<file path="config.mk">
export PLATFORM = sky130hd
export DESIGN_NAME = timer_sched_flat
export DESIGN_NICKNAME = d
export VERILOG_FILES = /design/src/rtl/timer_sched_if.sv /design/src/rtl/timer_sched.sv /design/src/flat_wrapper.sv
export SDC_FILE = /design/constraint.sdc
export NUM_CORES = 1
export LEC_CHECK = 0
export BUFFER_PORTS_ARGS = -buffer_cell sky130_fd_sc_hd__buf_4
export CORE_ASPECT_RATIO = 1.25
export CORE_MARGIN = 2
export CORE_UTILIZATION = 57
export CTS_CLUSTER_DIAMETER = 200
export DETAILED_ROUTE_END_ITERATION = 8
export PLACE_DENSITY = 0.86
export SLEW_MARGIN = 10
export SYNTH_ARGS = -nofsm -noshare
export SYNTH_HDL_FRONTEND = slang
export SYNTH_SLANG_ARGS = --single-unit
</file>
<file path="constraint.sdc">
create_clock -name clk -period 4 [get_ports clk]
set_input_delay 0.8 -clock clk [delete_from_list [all_inputs] [get_ports clk]]
set_output_delay 0.8 -clock clk [all_outputs]
set_load 0.1 [all_outputs]
</file>
<file path="src/rtl/timer_sched_if.sv">
// Register bus between the scheduler (master) and the shared 16-bit system timer (slave).
interface timer_sched_if;
  logic       t_cs;
  logic       t_we;
  logic [1:0] t_addr;
  logic [7:0] t_dbw;
  logic [7:0] t_dbr;

  modport master (output t_cs, t_we, t_addr, t_dbw, input t_dbr);
  modport slave  (input t_cs, t_we, t_addr, t_dbw, output t_dbr);
endinterface

</file>
<file path="src/rtl/timer_sched.sv">
// Round-robin owner of the shared system timer: reloads the count so it equals the
// requested delay, starts the timer, polls for the shot and pulses done to the owner.
module timer_sched #(
  parameter int NREQ = 4
) (
  input  logic                  clk,
  input  logic                  rst_n,
  input  logic [NREQ-1:0]       req,
  input  logic [NREQ-1:0][15:0] delay,
  output logic [NREQ-1:0]       done,
  output logic                  busy,
  output logic [2:0]            gnt_id,
  timer_sched_if.master         tbus
);
  localparam logic [3:0] S_IDLE  = 4'd0;
  localparam logic [3:0] S_STOP  = 4'd1;
  localparam logic [3:0] S_RDLO  = 4'd2;
  localparam logic [3:0] S_RDHI  = 4'd3;
  localparam logic [3:0] S_CAPHI = 4'd4;
  localparam logic [3:0] S_WRLO  = 4'd5;
  localparam logic [3:0] S_WRHI  = 4'd6;
  localparam logic [3:0] S_START = 4'd7;
  localparam logic [3:0] S_POLL  = 4'd8;
  localparam logic [3:0] S_CHK   = 4'd9;
  localparam logic [3:0] S_DONE  = 4'd10;

  logic [3:0]      state;
  logic [2:0]      last, win;
  logic [15:0]     n, d, sel_delay;
  logic [7:0]      c_lo;
  logic [NREQ-1:0] hi_req;
  logic            cs, we;
  logic [1:0]      addr;
  logic [7:0]      dbw;

  // Requesters above the last winner take priority; otherwise wrap to the lowest index.
  always_comb begin
    hi_req    = '0;
    win       = '0;
    sel_delay = '0;
    for (int i = 0; i < NREQ; i++) hi_req[i] = req[i] && (3'(i) > last);
    for (int i = NREQ - 1; i >= 0; i--) if (req[i]) win = 3'(i);
    if (|hi_req)
      for (int i = NREQ - 1; i >= 0; i--) if (hi_req[i]) win = 3'(i);
    for (int i = 0; i < NREQ; i++) if (win == 3'(i)) sel_delay = delay[i];
  end

  always_ff @(posedge clk or negedge rst_n) begin
    if (!rst_n) begin
      state  <= S_IDLE;
      last   <= 3'(NREQ - 1);
      gnt_id <= '0;
      n      <= '0;
      d      <= '0;
      c_lo   <= '0;
    end else begin
      case (state)
        S_IDLE: if (|req) begin
          gnt_id <= win;
          last   <= win;
          n      <= sel_delay;
          state  <= (sel_delay == 16'd0) ? S_DONE : S_STOP;
        end
        S_STOP:  state <= S_RDLO;
        S_RDLO:  state <= S_RDHI;
        S_RDHI:  begin c_lo <= tbus.t_dbr; state <= S_CAPHI; end
        // Adding N - C onto the stopped count leaves exactly N in the timer.
        S_CAPHI: begin d <= n - {tbus.t_dbr, c_lo}; state <= S_WRLO; end
        S_WRLO:  state <= S_WRHI;
        S_WRHI:  state <= S_START;
        S_START: state <= S_POLL;
        S_POLL:  state <= S_CHK;
        S_CHK:   state <= tbus.t_dbr[7] ? S_DONE : S_POLL;
        S_DONE:  state <= S_IDLE;
        default: state <= S_IDLE;
      endcase
    end
  end

  always_comb begin
    cs   = 1'b0;
    we   = 1'b0;
    addr = 2'd0;
    dbw  = 8'h00;
    case (state)
      S_STOP:  begin cs = 1'b1; we = 1'b1; addr = 2'd2; end
      S_RDLO:  begin cs = 1'b1; addr = 2'd0; end
      S_RDHI:  begin cs = 1'b1; addr = 2'd1; end
      S_WRLO:  begin cs = 1'b1; we = 1'b1; addr = 2'd0; dbw = d[7:0]; end
      S_WRHI:  begin cs = 1'b1; we = 1'b1; addr = 2'd1; dbw = d[15:8]; end
      S_START: begin cs = 1'b1; we = 1'b1; addr = 2'd2; dbw = 8'h01; end
      S_POLL:  begin cs = 1'b1; addr = 2'd2; end
      S_DONE:  begin cs = 1'b1; we = 1'b1; addr = 2'd2; end
      default: ;
    endcase
  end

  always_comb begin
    done = '0;
    for (int i = 0; i < NREQ; i++) done[i] = (state == S_DONE) && (gnt_id == 3'(i));
  end

  assign busy        = (state != S_IDLE);
  assign tbus.t_cs   = cs;
  assign tbus.t_we   = we;
  assign tbus.t_addr = addr;
  assign tbus.t_dbw  = dbw;
endmodule

</file>
<file path="src/flat_wrapper.sv">
// flat-port wrapper written by rule: the top's interface ports become plain ports
module timer_sched_flat 
#(
  parameter int NREQ = 4
)
  (clk, rst_n, req, delay, done, busy, gnt_id, tbus_t_cs, tbus_t_we, tbus_t_addr, tbus_t_dbw, tbus_t_dbr);
  timer_sched_if tbus_i ();
  input  logic clk;
  input  logic rst_n;
  input  logic [NREQ-1:0] req;
  input  logic [NREQ-1:0][15:0] delay;
  output logic [NREQ-1:0] done;
  output logic busy;
  output logic [2:0] gnt_id;
  output wire logic [$bits(tbus_i.t_cs)-1:0] tbus_t_cs;
  output wire logic [$bits(tbus_i.t_we)-1:0] tbus_t_we;
  output wire logic [$bits(tbus_i.t_addr)-1:0] tbus_t_addr;
  output wire logic [$bits(tbus_i.t_dbw)-1:0] tbus_t_dbw;
  input wire logic [$bits(tbus_i.t_dbr)-1:0] tbus_t_dbr;
  assign tbus_t_cs = tbus_i.t_cs;
  assign tbus_t_we = tbus_i.t_we;
  assign tbus_t_addr = tbus_i.t_addr;
  assign tbus_t_dbw = tbus_i.t_dbw;
  assign tbus_i.t_dbr = tbus_t_dbr;
  timer_sched #(.NREQ(NREQ)) u_core (.clk(clk), .rst_n(rst_n), .req(req), .delay(delay), .done(done), .busy(busy), .gnt_id(gnt_id), .tbus(tbus_i));
endmodule
</file>
==> impl_metrics.ini, run 1 <==
[run_status]
status = completed

[logic_synthesis]
async_flop_share = 1.00
syn_avg_cell_area_um2 = 8.27
syn-num-nets = 519
syn-cell-area_um2 = 3510
postSynthCellCount = 425
yosysWarnings = 0
synth-edff-count = 0
ys.flop_type = dfrtp_1
synth_seq_area_share = 0.343
ys_types = 66
ys_ff_latch = 48

[routing]
remaining_drc_errors = 0
drtPass1Iterations = 7
via_count = 3427
routed_via_density = 5.76
wl_per_cell_um = 15.8
drtIter0Drc = 172
drtAntennaViolNets = 0
wl_met3_um = 451
routed-wl-met2_mm = 4.89
met1Wirelength_mm = 3.68
top_layer = met4
totalWireLength_mm = 9.38

[setup_path]
worstPathMaxFanout = 17
path_cells = nor2b_1 > a22oi_1 > nor2_1 > buf_4
cp.depth = 4
startpoint = u_core.state[0]
cp-start-kind = register
endpoint_kind = output pin
r2r-start = u_core.c_lo[0]
crit_slowest_cell = dfrtp_1
reg2regPathDepth = 11
path_delay_family = flip-flops
cp_data_required_time_ps = 3200
max_stage_delay_ps = 730
worstSetupPathType = reg -> out
critPathArrivalTime_ps = 2240
cp.buffers_inverters = 1

[sta]
tns_ps = 0
hold_viol_final = 0
max-slew-margin-rel = 0.460
setup_viol = 0
fin_crit_ps = 3040
slew_viol_final = 0
period_share = 0.761
rsz0062_at_grt = no
clock.fmax_ghz = 0.329
skew_ps = 10.3
hold_ws_ps = 484
worstMarginPinSlew_ps = 809

[clock_network]
clock_path_buffers = 2
clk_latency_ps = 310
clkSlewWorstSetupHoldPaths_ps = 80
cts_num_sinks = 48
hold_buffers = 0
cts_root_buf = clkbuf_8
htreeDepth = 2
cts_setup_buffers = 0
cts_buffers = 5
cts_resized = 0
cts_tree = done

[global_routing]
overflow = 0
grt_usage = 0.292
grt_pass1_vias = 3378
grt_start_max_net_pins = 49
antenna_found_initial = 0
grt_pass1_wl_mm = 15.4

[pwr]
ir_drop_mv = 0.487
p_per_area_nw_per_um2 = 889
p_total_uw = 3870
power_leakage_uw = 0.00205

[placed_design]
place_congestion = 0.854
dp_hpwl_mm = 7.68
post-place-cells = 587
port_buffers = 96

[floorplanning]
ios = 98
rows = 32
dieArea_um2 = 6810
die_h_um = 91.8
dieWidth_um = 74.2
start_util = 0.577
core_area_um2 = 6090

[min_path]
min_path_cells = 2
hp-start = u_core.d[12]
min_path_type = reg -> reg

[final_layout]
layout-drive-gt1-share = 0.265
multi_input_area_um2 = 2100
final_cell_mix = buf_4, nand2_1, dfrtp_1
seq_area_um2 = 1200
fin_nets = 603
fillers = 528
diodes = 0
area_growth_pct = 23.8
stdcell_count = 595
final_common_cell = buf_4

[flow_run]
drv_cap = 0
==> cell usage after synthesis, types with 2 or more instances <==
| cell type | count | area [µm²] |
|---|---|---|
| nor3b_1 | 3 | 22.5 |
| mux2i_1 | 5 | 50.1 |
| nand2b_1 | 8 | 50.1 |
| nor4_4 | 2 | 42.5 |
| a31oi_1 | 2 | 12.5 |
| o31ai_1 | 3 | 22.5 |
| nand4_1 | 2 | 12.5 |
| nor4_1 | 3 | 18.8 |
| nand2_1 | 72 | 270 |
| o21ai_0 | 34 | 170 |
| clkbuf_1 | 17 | 63.8 |
| xor2_1 | 7 | 61.3 |
| a22oi_1 | 9 | 67.6 |
| mux2_4 | 2 | 30.0 |
| inv_1 | 26 | 97.6 |
| nor3_1 | 8 | 40.0 |
| a21boi_0 | 3 | 22.5 |
| or4_1 | 2 | 15.0 |
| buf_6 | 2 | 22.5 |
| dfstp_2 | 2 | 52.6 |
| ha_1 | 15 | 188 |
| a21o_1 | 6 | 45.0 |
| nor2b_1 | 6 | 37.5 |
| mux2_2 | 7 | 78.8 |
| or3_1 | 3 | 18.8 |
| dfrtp_1 | 46 | 1150 |
| a211oi_1 | 5 | 37.5 |
| a32oi_1 | 4 | 35.0 |
| buf_2 | 4 | 20.0 |
| o21a_1 | 3 | 22.5 |
| o22ai_1 | 2 | 12.5 |
| nor2_1 | 24 | 90.1 |
| and3_1 | 3 | 18.8 |
| o21ai_1 | 7 | 35.0 |
| xnor2_1 | 7 | 61.3 |
| a221oi_2 | 2 | 30.0 |
| or2_2 | 2 | 12.5 |
| a21oi_1 | 33 | 165 |
| o211ai_1 | 2 | 15.0 |
| nand3_1 | 6 | 30.0 |
==> worst paths after layout <==
kind	to	slack, ps
hold / removal	u_core.d[12]	480
setup / recovery	tbus_t_dbw[7]	960
min in group asynchronous	u_core.n[4]	490
hold reg to reg	u_core.d[12]	480
max in group asynchronous	u_core.c_lo[7]	3100
setup reg to reg	u_core.d[14]	1060
==> power by group <==
part | switching, µW | total, µW | internal (µW)
Clock | 161 | 284 | 123
Sequential | 234 | 966 | 732
Combinational | 1710 | 2620 | 910
==> per-stage QoR <==
stage	setup WS, ps	instance area, µm²	util
6_report	957	4350	0.715
3_5_place_dp	871	4270	0.701
5_1_grt	806	4350	0.715
3_3_place_gp	999	4270	0.701
4_1_cts	924	4350	0.715
2_1_floorplan	389	3520	-
==> per-layer routing <==
layer | track usage | vias to the layer above
met4 | 0.122 | 0
met1 | 0.340 | 1604
li1 | - | 1674
met5 | 0 | -
met3 | 0.0418 | 23
met2 | 0.522 | 126
==> cells by family after synthesis <==
family / share of synthesized area
fa+ha+maj: 0.0591
flops: 0.343
compound gates: 0.249
buf+inv: 0.0602
other cells: 0.00107
xor+xnor: 0.0349
simple gates: 0.204
mux: 0.0484
==> cell type report <==
| class | count | area share |
|---|---|---|
| tap | 85 | 0.0244 |
| clock buffer | 7 | 0.0175 |
| multi-input combinational | 327 | 0.483 |
| timing repair buffer | 101 | 0.174 |
| inverter | 26 | 0.0224 |
| clock inverter | 1 | 0.00115 |
| sequential | 48 | 0.277 |
==> registers in the layout (all words and copies together), names as in the netlist <==
signal / flops
u_core.d: 16
u_core.n: 16
u_core.c_lo: 8
u_core.state: 4
u_core.gnt_id: 2
u_core.last: 2
==> worst reg2reg max path, delay by kind of cell (launching register included) <==
| family | cells | cell delay, ps |
|---|---|---|
| compound gates | 6 | 1360 |
| fa+ha+maj | 2 | 650 |
| simple gates | 2 | 270 |
| flops | 1 | 390 |
| xor+xnor | 1 | 160 |
Power figures use the tool's default switching activity.
==> run 2, diff against run 1 <==
CORE_UTILIZATION = 48   (was 57)
PLACE_DENSITY = 0.77   (was 0.86)
clock period = 2.54 ns   (was 4 ns; I/O delays follow)
==> run 2 against run 1 <==
  * Clock skew grew 2.2 ps
  * Final cell count grew 12%
  * Flip-flop and latch count is the same
  * Highest routed layer unchanged
  * The flow now finishes with violations (negative setup slack)
  * Largest cell class unchanged
==> impl_metrics.ini, run 2 (synthesis gave the netlist of run 1 again) <==
[clock_network]
cts_tree = done
hold_buffers = 0
clk_latency_ps = 310
cts_num_sinks = 48
cts_root_buf = clkbuf_8
clkSlewWorstSetupHoldPaths_ps = 90
clock_path_buffers = 2
cts_buffers = 5
htreeDepth = 2

[placed_design]
dp_hpwl_mm = 7.92
place_congestion = 0.894
dpl-instance-area_um2 = 4610
preCtsSetupSlack_ps = -289
port_buffers = 96

[pwr]
p_clk_frac = 0.074
combPwrFrac = 0.735
p_total_uw = 7490
p_sw_uw = 3810
switching_share = 0.508
p_seq_frac = 0.191
p_per_area_nw_per_um2 = 1450
p_int_uw = 3690
power_leakage_uw = 0.00244
ir_drop_mv = 0.972

[floorplanning]
dieWidth_um = 80.5
core_area_um2 = 7020
start_util = 0.501
dieArea_um2 = 8020
rows = 34
die_h_um = 99.7
ios = 98

[sta]
slew_viol_final = 0
clock.fmax_ghz = 0.372
fin_ws_ps = -149
tns_ps = -397
fin_crit_ps = 2690
hold_viol_final = 0
period_share = 1.06
worstMarginPinSlew_ps = 609
setup_viol = 5
max-slew-margin-rel = 0.593
rsz0062_at_grt = yes
skew_ps = 12.5

[global_routing]
antenna_found_initial = 0
grt_pass1_wl_mm = 17.4
overflow = 0
grt_pass1_vias = 3834
grt_usage = 0.276
grt_start_max_net_pins = 49

[routing]
remaining_drc_errors = 0
drtIter0Drc = 229
wl_per_cell_um = 16.7
totalWireLength_mm = 11.1
drtAntennaViolNets = 0
drtPass1Iterations = 4
routed_via_density = 5.68
via_count = 3783

[final_layout]
fin_nets = 669
reg_top3 = u_core.d: 16 flops, u_core.n: 16 flops, u_core.c_lo: 8 flops
diodes = 0
layout-drive-gt1-share = 0.427
area_growth_pct = 46.6
final_common_cell = buf_4
final_area_um2 = 5150
fin_util = 0.734
final_cell_mix = buf_4, nand2_1, dfrtp_1

[setup_path]
endpoint_kind = register
cp_data_required_time_ps = 2770
cp-start-kind = register
critPathArrivalTime_ps = 2920
worstPathMaxFanout = 10
worstSetupPathType = reg -> reg

[run_status]
violations = negative setup slack
status = complete, but fails checks

[min_path]
min_path_type = in -> async

[flow_run]
drv_cap = 0
-- run 2: changes by cell type in the layout (fill, tap and decap cells not counted), moves of 4 or more --
cell and change:
o21ai_2 +5, nor2_1 -10, buf_4 +53, a21oi_1 -10, o21ai_0 -4, a21oi_2 +10
nor2_2 +9, buf_6 +12
-- run 2: through the flow --
stage                     hold slack (ps)  instances
after global routing                  249        666
after global placement                464        631
after detailed placement              472        631
after CTS                             232        653
after floorplan                       212        425
final                                 197        666
-- run 2: path summary, 6_finish.rpt --
kind / from / endpoint / slack, ps / cells past startpoint
max reg2reg: u_core.last[1] / u_core.state[1] / -150 / 10
max in group asynchronous: rst_n / u_core.d[8] / 1920 / 1
min: rst_n / u_core.c_lo[5] / 200 / 1
min reg2reg: u_core.d[6] / u_core.d[6] / 490 / 2
max: u_core.last[1] / u_core.state[1] / -150 / 10
min in group clk: tbus_t_dbr[4] / u_core.c_lo[4] / 420 / 3
-- run 2: cell type report --
cell class | count | area [µm²]
inverters | 26 | 97.6
clock inverters | 2 | 35.0
fillers | 499 | 1870
multi-input cells | 327 | 2320
flip-flops and latches | 48 | 1200
well taps | 90 | 113
clock buffers | 6 | 72.6
repair buffers | 167 | 1310
-- run 2: critical path: stages (launching register included) --
cell and delay (ps):
dfstp_2 620, buf_4 140, nor2b_1 50, buf_4 140, nor2_1 170, o21bai_4 150, a2111oi_1 510, nand2_1 180
nor4_4 380, nand2_2 90, a211oi_2 170
-- run 2: power by group through the flow --
stage | combinational (µW) | sequential (µW) | clock (µW)
after floorplan | 3310 | 1440 | 0
after global placement | 4480 | 1410 | 0
after detailed placement | 4610 | 1430 | 0
after CTS | 4920 | 1420 | 553
after global routing | 5920 | 1480 | 585
final | 5510 | 1430 | 557
-- run 2: what timing repair did --
| action | CTS | global route |
|---|---|---|
| setup endpoints to repair | 6 | 14 |
| pin swaps | 12 | 22 |
| resized for setup | 19 | 37 |
| buffers inserted | 14 | 13 |
-- run 2: per-layer routing --
metal | share of wire | GRT usage | vias up
li1 | - | - | 1807
met1 | 0.38 | 0.316 | 1752
met2 | 0.52 | 0.493 | 178
met3 | 0.055 | 0.0417 | 46
met4 | 0.050 | 0.138 | 0
met5 | 0 | 0 | -
